**config.mk**
```make
export PLATFORM = sky130hd
export DESIGN_NAME = fb_sram_port
export DESIGN_NICKNAME = d
export VERILOG_FILES = /design/src/rtl/fb_sram_port.sv
export SDC_FILE = /design/constraint.sdc
export NUM_CORES = 1
export LEC_CHECK = 0
export CORE_MARGIN = 2
export CORE_UTILIZATION = 57
export CTS_BUF_LIST = sky130_fd_sc_hd__clkbuf_4
export DETAILED_ROUTE_END_ITERATION = 12
export GPL_ROUTABILITY_DRIVEN = 0
export GPL_TIMING_DRIVEN = 1
export PLACE_DENSITY = 0.84
export SETUP_SLACK_MARGIN = 0.02
export SYNTH_ARGS = -nofsm -noshare
export SYNTH_HDL_FRONTEND = slang
export SYNTH_SLANG_ARGS = --single-unit
```
**constraint.sdc**
```tcl
create_clock -name clk -period 4.1 [get_ports clk]
set_clock_uncertainty 0.15 [all_clocks]
set_input_delay 0.82 -clock clk [delete_from_list [all_inputs] [get_ports clk]]
set_output_delay 0.82 -clock clk [all_outputs]
set_load 0.03 [all_outputs]
```
**src/rtl/fb_sram_port.sv**
```systemverilog
// fb_sram_port: single-port sequencer between VGA scanout reads and the async
// PSRAM framebuffer. Pixel reads are served on demand; pixel writes are queued
// in a small FIFO and drained to RAM only while blank is high.
// Optional build macro FB_WR_COALESCE_EN: a write to the same address as the
// newest queued entry overwrites that entry instead of pushing a new one.
module fb_sram_port #(
  parameter int ADDR_W    = 15,
  parameter int ACC_CYC   = 4,
  parameter int FIFO_LOG2 = 3
) (
  input  logic                 clk,
  input  logic                 reset_n,
  input  logic                 rd_req,
  input  logic [ADDR_W-1:0]    rd_addr,
  input  logic                 blank,
  output logic [7:0]           pixel,
  output logic                 pixel_valid,
  input  logic                 wr_valid,
  output logic                 wr_ready,
  input  logic [ADDR_W-1:0]    wr_addr,
  input  logic [7:0]           wr_data,
  output logic [FIFO_LOG2:0]   fifo_level,
  output logic                 err_ovf,
  output logic                 err_rdmiss,
  output logic [25:0]          mem_adr,
  output logic [15:0]          mem_db_out,
  output logic                 mem_db_oe,
  input  logic [15:0]          mem_db_in,
  output logic                 mem_oe_n,
  output logic                 mem_we_n,
  output logic                 ram_cs_n,
  output logic                 ram_lb_n,
  output logic                 ram_ub_n,
  output logic                 ram_adv_n
);
  localparam int DEPTH = 1 << FIFO_LOG2;
  localparam int CNT_W = $clog2(ACC_CYC);

  typedef struct packed {
    logic [ADDR_W-1:0] addr;
    logic [7:0]        data;
  } wr_ent_t;

  typedef enum logic [1:0] {IDLE, READ, WRITE, TURN} state_t;

  state_t               state_q, state_d;
  logic [CNT_W-1:0]     cnt_q;
  logic                 last;
  wr_ent_t              fifo_mem [DEPTH];
  logic [FIFO_LOG2-1:0] wptr_q, rptr_q;
  logic [FIFO_LOG2:0]   level_q;
  logic                 empty, full, push, pop, upd, match, load_rd;
  logic [ADDR_W-1:0]    addr_q;
  logic [7:0]           data_q;
  logic                 unused_db_hi;

  assign unused_db_hi = ^mem_db_in[15:8];

  assign last    = (cnt_q == CNT_W'(ACC_CYC - 1));
  assign empty   = (level_q == '0);
  assign full    = (level_q == (FIFO_LOG2+1)'(DEPTH));
  // Reads always win; the FIFO drains only from IDLE during blanking.
  assign pop     = (state_q == IDLE) && !rd_req && blank && !empty;
  // A read request is accepted from IDLE or on the final edge of a read.
  assign load_rd = rd_req && ((state_q == IDLE) || ((state_q == READ) && last));

`ifdef FB_WR_COALESCE_EN
  logic [FIFO_LOG2-1:0] newest;
  assign newest = wptr_q - FIFO_LOG2'(1);
  // Newest entry is only mergeable if it is not leaving the FIFO this cycle.
  assign match  = !empty && (fifo_mem[newest].addr == wr_addr) &&
                  !(pop && (level_q == (FIFO_LOG2+1)'(1)));
`else
  assign match  = 1'b0;
`endif

  assign wr_ready   = !full || match;
  assign push       = wr_valid && wr_ready && !match;
  assign upd        = wr_valid && match;
  assign fifo_level = level_q;

  assign mem_adr    = {{(26-ADDR_W){1'b0}}, addr_q};
  assign mem_db_out = {8'h00, data_q};
  assign ram_adv_n  = 1'b0;
  assign ram_ub_n   = 1'b1;
  assign ram_lb_n   = ram_cs_n;

  // State register and access counter
  always_ff @(posedge clk) begin
    if (!reset_n) begin
      state_q <= IDLE;
      cnt_q   <= '0;
    end else begin
      state_q <= state_d;
      cnt_q   <= ((state_q == READ || state_q == WRITE) && !last) ? cnt_q + CNT_W'(1) : '0;
    end
  end

  // Next state and RAM strobes
  always_comb begin
    state_d   = state_q;
    ram_cs_n  = 1'b1;
    mem_oe_n  = 1'b1;
    mem_we_n  = 1'b1;
    mem_db_oe = 1'b0;
    case (state_q)
      IDLE: begin
        if (rd_req)               state_d = READ;
        else if (blank && !empty) state_d = WRITE;
      end
      READ: begin
        ram_cs_n = 1'b0;
        mem_oe_n = 1'b0;
        if (last) state_d = rd_req ? READ : IDLE;
      end
      WRITE: begin
        ram_cs_n  = 1'b0;
        mem_db_oe = 1'b1;
        // WE pulse sits inside the access so addr/data have setup and hold.
        mem_we_n  = !((cnt_q != '0) && !last);
        if (last) state_d = TURN;
      end
      default: state_d = IDLE;
    endcase
  end

  // FIFO storage (no reset needed; level/pointers define validity)
  always_ff @(posedge clk) begin
    if (push) fifo_mem[wptr_q] <= '{addr: wr_addr, data: wr_data};
`ifdef FB_WR_COALESCE_EN
    else if (upd) fifo_mem[newest].data <= wr_data;
`endif
  end

  // FIFO pointers and occupancy
  always_ff @(posedge clk) begin
    if (!reset_n) begin
      wptr_q  <= '0;
      rptr_q  <= '0;
      level_q <= '0;
    end else begin
      if (push) wptr_q <= wptr_q + FIFO_LOG2'(1);
      if (pop)  rptr_q <= rptr_q + FIFO_LOG2'(1);
      case ({push, pop})
        2'b10:   level_q <= level_q + (FIFO_LOG2+1)'(1);
        2'b01:   level_q <= level_q - (FIFO_LOG2+1)'(1);
        default: level_q <= level_q;
      endcase
    end
  end

  // Access address/data latches, pixel capture and sticky errors
  always_ff @(posedge clk) begin
    if (!reset_n) begin
      addr_q      <= '0;
      data_q      <= '0;
      pixel       <= '0;
      pixel_valid <= 1'b0;
      err_ovf     <= 1'b0;
      err_rdmiss  <= 1'b0;
    end else begin
      if (load_rd) addr_q <= rd_addr;
      else if (pop) begin
        addr_q <= fifo_mem[rptr_q].addr;
        data_q <= fifo_mem[rptr_q].data;
      end
      pixel_valid <= (state_q == READ) && last;
      if ((state_q == READ) && last) pixel <= mem_db_in[7:0];
      if (wr_valid && !wr_ready) err_ovf <= 1'b1;
      if (rd_req && !load_rd)    err_rdmiss <= 1'b1;
    end
  end

  // upd is only consumed when coalescing is built in
  logic unused_upd;
  assign unused_upd = upd;
endmodule

```
[Yosys cells after proc, flatten, opt, wreduce, memory -nomap -nowiden]
Memory sizes are Yosys's and may differ from the RTL's. A register that Yosys moved wholly into a read port is not among the register bits.
Cells that the tools add are included.
Word-level totals
  memories: 1
  register bits: 48
  input port bits: 59
  output and inout bits: 65
  word-level logic and storage cells: 72
  bits in writable memories: 184
Memory list
  fifo_mem: depth 8, width 23, rd ports 1, clocked after memory_dff 1, wr ports 1, RTL line 49  | wr_ent_t fifo_mem [DEPTH];
Cells by class
  equal/unequal tests: 9
  muxes and demuxes: 17
  reduce and logical (&&, ||, !) cells: 28
  bitwise logic cells: 1
  $add $sub $neg: 5
Operators by type and width (number)
  $mux 15: 2
  $logic_and 1x1->1: 11
  $mux 2: 4
  $pmux 4 s2: 1
  $mux 1: 7
  $add 3x1->3 const B: 2
  $eq 2x2->1 const B: 3
  $logic_not 1->1: 6
  $mux 3: 2
  $pmux 2 s3: 1
  $reduce_bool 2->1: 3
  $add 4x1->4 const B: 1
  $eq 2x1->1 const B: 2
  $eq 4x4->1 const B: 1
  $logic_not 4->1: 1
  $ne 2x2->1 const B: 2
  $reduce_and 2->1: 2
  $sub 4x1->4 const B: 1
  $ne 3x2->1 const B: 1
  $reduce_and 3->1: 1
  $add 2x1->2 const B: 1
  $logic_not 2->1: 1
  $logic_or 1x1->1: 2
  $reduce_or 2->1: 1
  $not 1->1: 1

[Depth between registers and ports, before layout]
Gate-level depths: netlist of the first run.
  word-level depth: 6
  gate-level depth with buffers: 12
  gate-level depth less buffers: 11

[Worst setup path after synthesis of the first run]
OpenSTA, ideal clock, no wires.
  path kind: register to register
  start: reg level_q[1], in the netlist fifo_level[1]
  end: mem fifo_mem[0][0] (netlist bit), enable pin
  setup time: 461 ps
  stages on the path, launching flop included: 6
  required time: 3489 ps
  slack: 99 ps
  arrival time: 3389 ps
  buffers on the path: 2
  period minus slack after synthesis: 4001 ps
  cell sequence: dfxtp_1 -> buf_6 -> or4b_1 -> buf_2 -> nand2_2 -> nor4_1
Between the ends
  cells in the longest elaborated chain, start to end: 5
RTL lines
  start: declaration: RTL line 51  | logic [FIFO_LOG2:0] level_q;
  start signal: assignment: RTL line 145  | 2'b10: level_q <= level_q + (FIFO_LOG2+1)'(1);
  start signal: assignment: RTL line 146  | 2'b01: level_q <= level_q - (FIFO_LOG2+1)'(1);
  start signal: assignment: RTL line 147  | default: level_q <= level_q;
  $eq 4x4->1: RTL line 61  | assign full = (level_q == (FIFO_LOG2+1)'(DEPTH));
  $logic_not 1->1: RTL line 77  | assign wr_ready = !full || match;
  named net wr_ready: RTL line 19  | output logic wr_ready,
  $logic_and 1x1->1: RTL line 78  | assign push = wr_valid && wr_ready && !match;
  $mux 1: RTL line 129  | if (push) fifo_mem[wptr_q] <= '{addr: wr_addr, data: wr_data};
  $mux 1 (not written as such): RTL line 129
  end: declaration: RTL line 49
The timed path passes the listed nets, and every way through them passes these cells.

[Worst setup path after layout of the first run]
  start: reg level_q[1], in the netlist fifo_level[1]
  end: out wr_ready
Between the ends
  cells in the longest elaborated chain, start to end: 2
RTL lines (RTL line)
  $eq 4x4->1: 61
  $logic_not 1->1: 77
  end: declaration: 19
No other way between the ends.

==> flow_summary.yaml, run 1 <==
timing:
  drv_slew: 0
  rsz0062_at_grt: "false"
  setup-tns-final_ns: 0
  holdWs_ns: 0.311
  worstMarginPinSlew_ns: 1.22
  period_minus_slack_ns: 3.35
  fmax_ghz: 0.298
  setup_viol: 0
  maxSlewHeadroom_pct: 19.0
  final-hold-violation-count: 0
  period_share_pct: 81.7
finish:
  final_cell_mix: "184 x edfxtp_1, 94 x clkdlybuf4s50_1, 78 x clkbuf_4"
  syn2layout_area_growth_pct: 20.0
  antenna_cells: 0
  final_common_cell: "edfxtp_1"
  drive_above_1_share_pct: 22.6
  fin_nets: 747
floorplan:
  initial_core_util_pct: 57.9
  dieArea_mm2: 0.0170
  die_w_um: 131
  die_h_um: 131
  core_area_mm2: 0.0158
  placementRows: 46
  ios: 124
grt:
  antenna_found_initial: 0
  grt_pass1_vias: 5679
  grt_first_pass_wirelength_mm: 28.5
  grt_usage_pct: 22.3
  overflow: 0
  grt_max_degree: 47
worst_setup_path:
  path_class: "reg -> out"
  path_max_fanout: 9
  crit_arrival_ns: 2.38
  required_ns: 3.13
  r2r_end: "fifo_level[3]"
  r2r_slack_ns: 1.10
  cp-end-kind: "output port"
  timing.critical_path.from: "fifo_level[1]"
  cp-start-kind: "flip-flop"
  reg2reg_depth: 11
  r2r-start: "state_q[1]"
  endpoint: "wr_ready"
clock_network:
  cts_sinks: 235
  cts_setup_buffers: 0
  clk_pin_slew_ns: 0.06
  clock_latency_ns: 0.68
  htreeDepth: 2
  numCtsBuffers: 57
  cts_root_buffer: "clkbuf_4"
  cts_hold_buf: 0
  cts_resized: 0
  cts_tree: "built"
  clk_path_buf_depth: 3
synth:
  synthCells: 536
  ys_async_sr_fraction_pct: 0
  netlist_area_mm2: 0.00913
  synth.distinct_cells: 47
  synth_edf_count: 184
  ys.flop_type: "edfxtp_1"
  avgSynthCellArea_um2: 17.0
  synth_seq_cells: 235
  yosysSeqAreaShare_pct: 71.7
  yosysWarnings: 0
detailed_routing:
  avgViaCountPerCell: 5.65
  wire_per_inst_um: 19.5
  num_vias: 5320
  drcViolationCount: 0
  drt-initial-drc-count: 325
  routed_wl_mm: 18.4
  firstDrtPassIters: 5
  ant_nets: 0
outcome:
  status: "finished, final reports clean"
place:
  port_buffers: 94
  place_hpwl_mm: 11.3
power_and_ir_drop:
  leakagePower_nw: 3.73
  ir_worst_vdd_mv: 0.295
  power.density_mw_per_mm2: 513
min_path:
  hold_path_class: "reg -> reg"
run:
  cap_viol_max_count: 0
how the worst min path moves through the flow:
| stage | from | to | cells after the start |
|---|---|---|---|
| global placement | cnt_q[0] | cnt_q[0] | 1 |
| global route | cnt_q[0] | cnt_q[0] | 1 |
| floorplan | cnt_q[0] | cnt_q[0] | 1 |
| detailed placement | cnt_q[0] | cnt_q[0] | 1 |
| CTS | pixel[1] | pixel[1] | 2 |
| finish | pixel[1] | pixel[1] | 2 |
area by class of cell:
type                       instances  area [um2]
clock buffer                      78         586
clock inverter                    28         110
fill                            1045        4810
inverter                           7        26.3
multi-input combinational        267        2330
sequential                       235        6550
tap                              216         270
timing repair buffer             111        1080
cell families (layout without fill, tap and decap cells):
family / Yosys count / after routing / share of synthesized area, %
adders and majority gates: 9 / 9 / 1.23
other: 2 / 21 / 0.0822
xor gates and xnor gates: 7 / 7 / 0.671
AOI/OAI and AO/OA: 72 / 72 / 5.45
DFF: 235 / 235 / 71.7
buffers and inverters: 53 / 224 / 3.89
muxes: 48 / 48 / 11.6
and+or+nand+nor: 110 / 110 / 5.41
layer usage:
layer | global-route usage (%) | part of all wire (%)
met2 | 38.8 | 52
met4 | 10.3 | 3.0
met3 | 5.46 | 8.0
met5 | 0 | 0
met1 | 26.6 | 37
registers in the layout (all words and copies together), names as in the netlist, named ones only:
name,cells
fifo_mem,184
addr_q,15
data_q,8
pixel,8
fifo_level,4
rptr_q,3
wptr_q,3
cnt_q,2
state_q,2
err_ovf,1
err_rdmiss,1
pixel_valid,1
synthesized netlist by cell type, types with 2 or more instances:
cell / count / share of area [%]
xor2_1: 6 / 0.58
mux4_2: 46 / 11
nor2b_1: 4 / 0.27
a21oi_1: 26 / 1.4
nand2_1: 54 / 2.2
mux2i_1: 2 / 0.22
nor3_1: 5 / 0.27
nand2b_1: 3 / 0.21
a221o_1: 15 / 1.6
and2_1: 2 / 0.14
o22ai_1: 8 / 0.55
buf_2: 8 / 0.44
o21ai_0: 11 / 0.60
conb_1: 2 / 0.082
ha_1: 9 / 1.2
nor2_1: 23 / 0.95
edfxtp_1: 184 / 61
dfxtp_1: 51 / 11
buf_4: 23 / 1.9
clkbuf_1: 7 / 0.29
nand3_1: 8 / 0.44
buf_6: 8 / 0.99
inv_1: 6 / 0.25
o21ai_1: 2 / 0.11
critical path, stage by stage (launching register included):
cell,delay [ns]
dfxtp_1,0.39
or4b_1,0.66
clkdlybuf4s50_1,0.65
per-stage QoR:
stage               setup WS (ns)  cell area (um2)  total power [mW]  cells  utilization, %
global route                0.646            11000              5.86    942            69.5
floorplan                  0.0993             9200              3.55    555               -
detailed placement          0.612            10300              3.90    836            65.1
CTS                         0.706            11000              5.67    942            69.5
finish                      0.750            11000              5.62    942            69.5
global placement            0.736            10300              3.85    836            65.1
report_power, final:
part	internal, mW	total (mW)	switching, mW
clock network	0.889	1.78	0.888
registers	2.71	2.82	0.104
logic	0.465	1.03	0.567
Note: power is estimated with default switching activity, not from simulation.
==> run 2, diff against run 1 <==
CORE_UTILIZATION = 51   (was 57)
PLACE_DENSITY = 0.8   (was 0.84)
clock period = 2.77 ns   (was 4.1 ns; I/O delays follow)
==> run 2 against run 1 <==
Final cell count rose by 2.0%. Flip-flop and latch count did not move. Total power rose by 52%. Worst hold slack got worse by 0.013 ns. Via count fell by 1.2%. Critical path depth rose by 2. First-iteration DRC count rose by 5.8%. Sequential share of layout area fell by 1.4 points. Utilization fell by 5.0 points. Critical endpoint is now ram_lb_n. Largest cell class unchanged.
==> flow_summary.yaml, run 2 (synthesized netlist as in run 1, its figures left out) <==
place:
  port_buffers: 94
  postPlaceCellArea_mm2: 0.0105
  place_hpwl_mm: 11.4
timing:
  holdWs_ns: 0.298
  period_minus_slack_ns: 2.61
  setup-tns-final_ns: 0
  final-hold-violation-count: 0
  fmax_ghz: 0.383
  period_share_pct: 94.3
  setup_viol: 0
  drv_slew: 0
  rsz0062_at_grt: "false"
finish:
  final_cell_mix: "184 x edfxtp_1, 91 x clkbuf_4, 88 x clkdlybuf4s50_1"
  stdcell_area_mm2: 0.0112
  final_common_cell: "edfxtp_1"
  largestRegisters: "fifo_mem (184), addr_q (15)"
  nFillCells: 1177
  syn2layout_area_growth_pct: 23.0
  regMostFlops: "fifo_mem"
  drive_above_1_share_pct: 26.1
  largest_reg_flops: 184
  fin_nets: 758
clock_network:
  htreeDepth: 2
  cts_tree: "built"
  cts_setup_buffers: 0
  cts_root_buffer: "clkbuf_4"
  numCtsBuffers: 56
  clk_pin_slew_ns: 0.06
  clk_path_buf_depth: 3
  clock_latency_ns: 0.65
  cts_sinks: 235
worst_setup_path:
  crit_arrival_ns: 1.91
  reg2reg_depth: 9
  cp-start-kind: "flip-flop"
  required_ns: 2.07
  r2r_slack_ns: 0.22
  cp-end-kind: "output port"
  worst_path_max_delay_cell: "dlygate4sd2_1"
  crit_chain: "inv_1 > ha_2 > inv_1 > dlygate4sd2_1"
  path_class: "reg -> out"
  r2r_end: "fifo_level[2]"
  cpPeakStageDelay_ns: 0.39
  crit_top_cell: "inv_1"
  path_max_fanout: 6
  r2r-start: "fifo_level[0]"
grt:
  grt_use_met1_pct: 25.7
  busiest_layer: "met2"
  grt_first_pass_wirelength_mm: 29.0
  grt_max_degree: 47
  grt_use_met3_pct: 5.52
  grt_pass1_vias: 5531
  overflow: 0
  antenna_found_initial: 1
  globalRouteMet2Util_pct: 34.8
  grt_usage_pct: 20.6
detailed_routing:
  firstDrtPassIters: 4
  avgViaCountPerCell: 5.47
  drt-initial-drc-count: 344
  drcViolationCount: 0
  num_vias: 5257
  ant_nets: 0
  routed_wl_mm: 18.8
  wire_per_inst_um: 19.6
floorplan:
  core_area_mm2: 0.0174
  die_w_um: 138
  dieArea_mm2: 0.0190
  placementRows: 48
  die_h_um: 138
  ios: 124
  initial_core_util_pct: 52.4
run:
  cap_viol_max_count: 0
min_path:
  hold_path_depth: 1
  holdPathEnd: "cnt_q[0]"
  hold_path_class: "reg -> reg"
  min_from: "cnt_q[0]"
power_and_ir_drop:
  ir_worst_vdd_mv: 0.511
  leakagePower_nw: 3.85
  power.density_mw_per_mm2: 763
outcome:
  status: "finished, final reports clean"
-- run 2: cell types whose count changed in the layout (fill, tap and decap cells not counted), moves of 4 or more --
cell | before | now
buf_12 | 1 | 9
buf_4 | 16 | 20
clkbuf_4 | 78 | 91
clkdlybuf4s50_1 | 94 | 88
clkinv_1 | 23 | 11
clkinv_2 | 4 | 0
dlygate4sd2_1 | 0 | 5
-- run 2: report_power, final --
group / leakage [nW] / switching (mW) / total, mW / internal (mW)
Combinational: 1.31 / 0.876 / 1.58 / 0.702
Sequential: 2.09 / 0.124 / 4.14 / 4.02
Clock: 0.453 / 1.28 / 2.85 / 1.57
-- run 2: metrics by stage --
step | power (mW) | std cells | setup slack, ns | utilization, %
finish | 8.57 | 961 | 0.158 | 64.5
global route | 8.96 | 961 | 0.0291 | 64.5
CTS | 8.66 | 960 | 0.0233 | 64.5
detailed placement | 5.82 | 857 | -0.0753 | 60.2
global placement | 5.76 | 857 | 0.00322 | 60.2
floorplan | 5.26 | 555 | -0.609 | -
-- run 2: final cells by class --
type,count,area [um2],share of cell area [%]
Clock inverter,12,71.3,0.635
Inverter,7,26.3,0.234
Clock buffer,91,683,6.08
Antenna cell,1,2.50,0.0223
Sequential cell,235,6550,58.3
Timing Repair Buffer,123,1260,11.2
Multi-Input combinational cell,267,2360,21.0
Tap cell,225,282,2.51
-- run 2: worst max-delay path by stage --
stage             startpoint             end  depth (start not counted)
2_1_floorplan  fifo_level[2]  fifo_mem[2][0]                          4
3_3_place_gp           blank   fifo_level[2]                         10
3_5_place_dp           blank   fifo_level[2]                         10
4_1_cts        fifo_level[0]        wr_ready                          2
5_1_grt           state_q[1]        ram_cs_n                          4
6_report          state_q[1]        ram_lb_n                          4
-- run 2: timing repair --
action / in CTS / in global routing
hold endpoints to repair: 0 / 0
resized for setup: 8 / 3
hold buffers: 0 / 0
gates cloned: 0 / 0
endpoints found under the setup margin: 6 / 5
-- run 2: worst max-delay path, delay by kind of cell (launching register included) --
family,cells,cell delay (ns)
flops,1,0.33
fa+ha+maj,1,0.31
buf+inv,3,0.61
-- run 2: per-layer routing --
layer	share of wire, %	vias to the layer above	routed length, um
met5	0	-	0
met4	2.2	0	405
met3	7.7	38	1450
met2	50	228	9470
met1	40	2589	7510
li1	-	2402	-
==> run 3, diff against run 2 <==
SKIP_CTS_REPAIR_TIMING = 1   (was unset)
==> run 3 against run 2 <==
Worst hold slack lost 0.0019 ns. Critical path depth shrank 2. Sequential power about the same. Final cell count unchanged. Register-to-register slack is essentially flat. Die area unchanged. Clock-buffer cell count did not move. Routed wire length is 0.20% higher. Total power rose by 0.28%. Critical path type unchanged.
==> flow_summary.yaml, run 3 (synthesized netlist as in run 1, its figures left out) <==
worst_setup_path:
  reg2reg_depth: 9
  r2r_end: "fifo_level[2]"
  endpoint: "wr_ready"
  path_max_fanout: 7
  cp-start-kind: "flip-flop"
  required_ns: 2.07
  r2r_slack_ns: 0.22
  path_class: "reg -> out"
  crit_arrival_ns: 1.89
  cp-end-kind: "output port"
  timing.critical_path.from: "fifo_level[0]"
  r2r-start: "fifo_level[0]"
floorplan:
  die_h_um: 138
  initial_core_util_pct: 52.4
  core_area_mm2: 0.0174
  ios: 124
  placementRows: 48
  die_w_um: 138
  dieArea_mm2: 0.0190
clock_network:
  numCtsBuffers: 56
  cts_tree: "built"
  cts_sinks: 235
  cts_root_buffer: "clkbuf_4"
  clock_latency_ns: 0.65
  clk_path_buf_depth: 3
  clk_pin_slew_ns: 0.06
  htreeDepth: 2
timing:
  rsz0062_at_grt: "false"
  drv_slew: 0
  period_share_pct: 93.7
  worst_slack_ns: 0.173
  period_minus_slack_ns: 2.60
  setup_viol: 0
  fmax_ghz: 0.385
  holdWs_ns: 0.296
  final-hold-violation-count: 0
detailed_routing:
  wire_per_inst_um: 19.6
  drt-initial-drc-count: 355
  firstDrtPassIters: 5
  drcViolationCount: 0
  avgViaCountPerCell: 5.48
  ant_nets: 0
  routed_wl_mm: 18.9
  num_vias: 5271
grt:
  grt_usage_pct: 20.6
  grt_pass1_vias: 5531
  globalRouteMet2Util_pct: 34.8
  grt_max_degree: 47
  grt_use_met3_pct: 5.52
  overflow: 0
  grt_first_pass_wirelength_mm: 29.0
  antenna_found_initial: 1
  busiest_layer: "met2"
  grt_use_met1_pct: 25.7
finish:
  fin_nets: 758
  drive_above_1_share_pct: 26.0
  final_common_cell: "edfxtp_1"
  largest_reg_flops: 184
  largestRegisters: "fifo_mem (184), addr_q (15)"
  seq_area_mm2: 0.00655
  final_cell_mix: "184 x edfxtp_1, 91 x clkbuf_4, 88 x clkdlybuf4s50_1"
  multi_input_area_mm2: 0.00236
  regMostFlops: "fifo_mem"
  utilization_pct: 64.7
  syn2layout_area_growth_pct: 23.3
  nFillCells: 1176
power_and_ir_drop:
  power.density_mw_per_mm2: 763
  p_sw_share_pct: 26.6
  leakagePower_nw: 3.88
  p_switching_mw: 2.28
  power_mw: 8.59
  combPwrFrac_pct: 18.7
  internal_power_mw: 6.31
  power_frac_seq_pct: 48.2
  ir_worst_vdd_mv: 0.551
  clock_power_share_pct: 33.2
place:
  dpl_worst_slack_ns: -0.0753
  place_hpwl_mm: 11.4
  port_buffers: 94
outcome:
  status: "finished, final reports clean"
run:
  cap_viol_max_count: 0
min_path:
  hold_path_class: "reg -> reg"
[run 3: changes by cell type in the layout (fill, tap and decap cells not counted), sizes merged]
cell          change
clkbuf            -1
dlymetal6s2s      +6
dlygate4sd2       -5
[run 3: worst min path at each step]
stage / startpoint / endpoint / slack, ns / cells after the start
6_report: cnt_q[0] / cnt_q[0] / 0.30 / 1
5_1_grt: mem_db_in[4] / pixel[4] / 0.28 / 3
4_1_cts: mem_db_in[3] / pixel[3] / 0.27 / 3
3_5_place_dp: cnt_q[0] / cnt_q[0] / 0.29 / 1
3_3_place_gp: cnt_q[0] / cnt_q[0] / 0.26 / 1
2_1_floorplan: cnt_q[0] / cnt_q[0] / 0.25 / 1
[run 3: metal layers]
layer	wire [um]	part of all wire, %
met2	9520	50
met1	7400	39
met4	399	2.1
met5	0	0
met3	1540	8.2
[run 3: critical path: stages (launching register included)]
cell,delay [ns]
dfxtp_2,0.37
or4b_4,0.60
dlymetal6s2s_1,0.27
[run 3: metrics by stage]
step	cells	area (um2)	TNS [ns]
6_report	961	11300	0
5_1_grt	961	11300	0
4_1_cts	960	11200	-0.914
3_5_place_dp	857	10500	-0.0753
3_3_place_gp	857	10500	0
2_1_floorplan	555	9220	-47.31
[run 3: area by class of cell]
class | instances | share of cell area [%]
Sequential cell | 235 | 58.2
Multi-Input combinational cell | 267 | 20.9
Timing Repair Buffer | 123 | 11.4
Clock buffer | 91 | 6.07
Tap cell | 225 | 2.50
Clock inverter | 12 | 0.633
Inverter | 7 | 0.233
Antenna cell | 1 | 0.0222
[run 3: power by group through the flow]
stage | sequential (mW) | clock, mW | combinational (mW)
global route | 4.16 | 3.10 | 1.73
global placement | 4.19 | 0 | 1.57
CTS | 4.14 | 2.93 | 1.62
floorplan | 4.37 | 0 | 0.891
finish | 4.14 | 2.85 | 1.60
detailed placement | 4.21 | 0 | 1.61
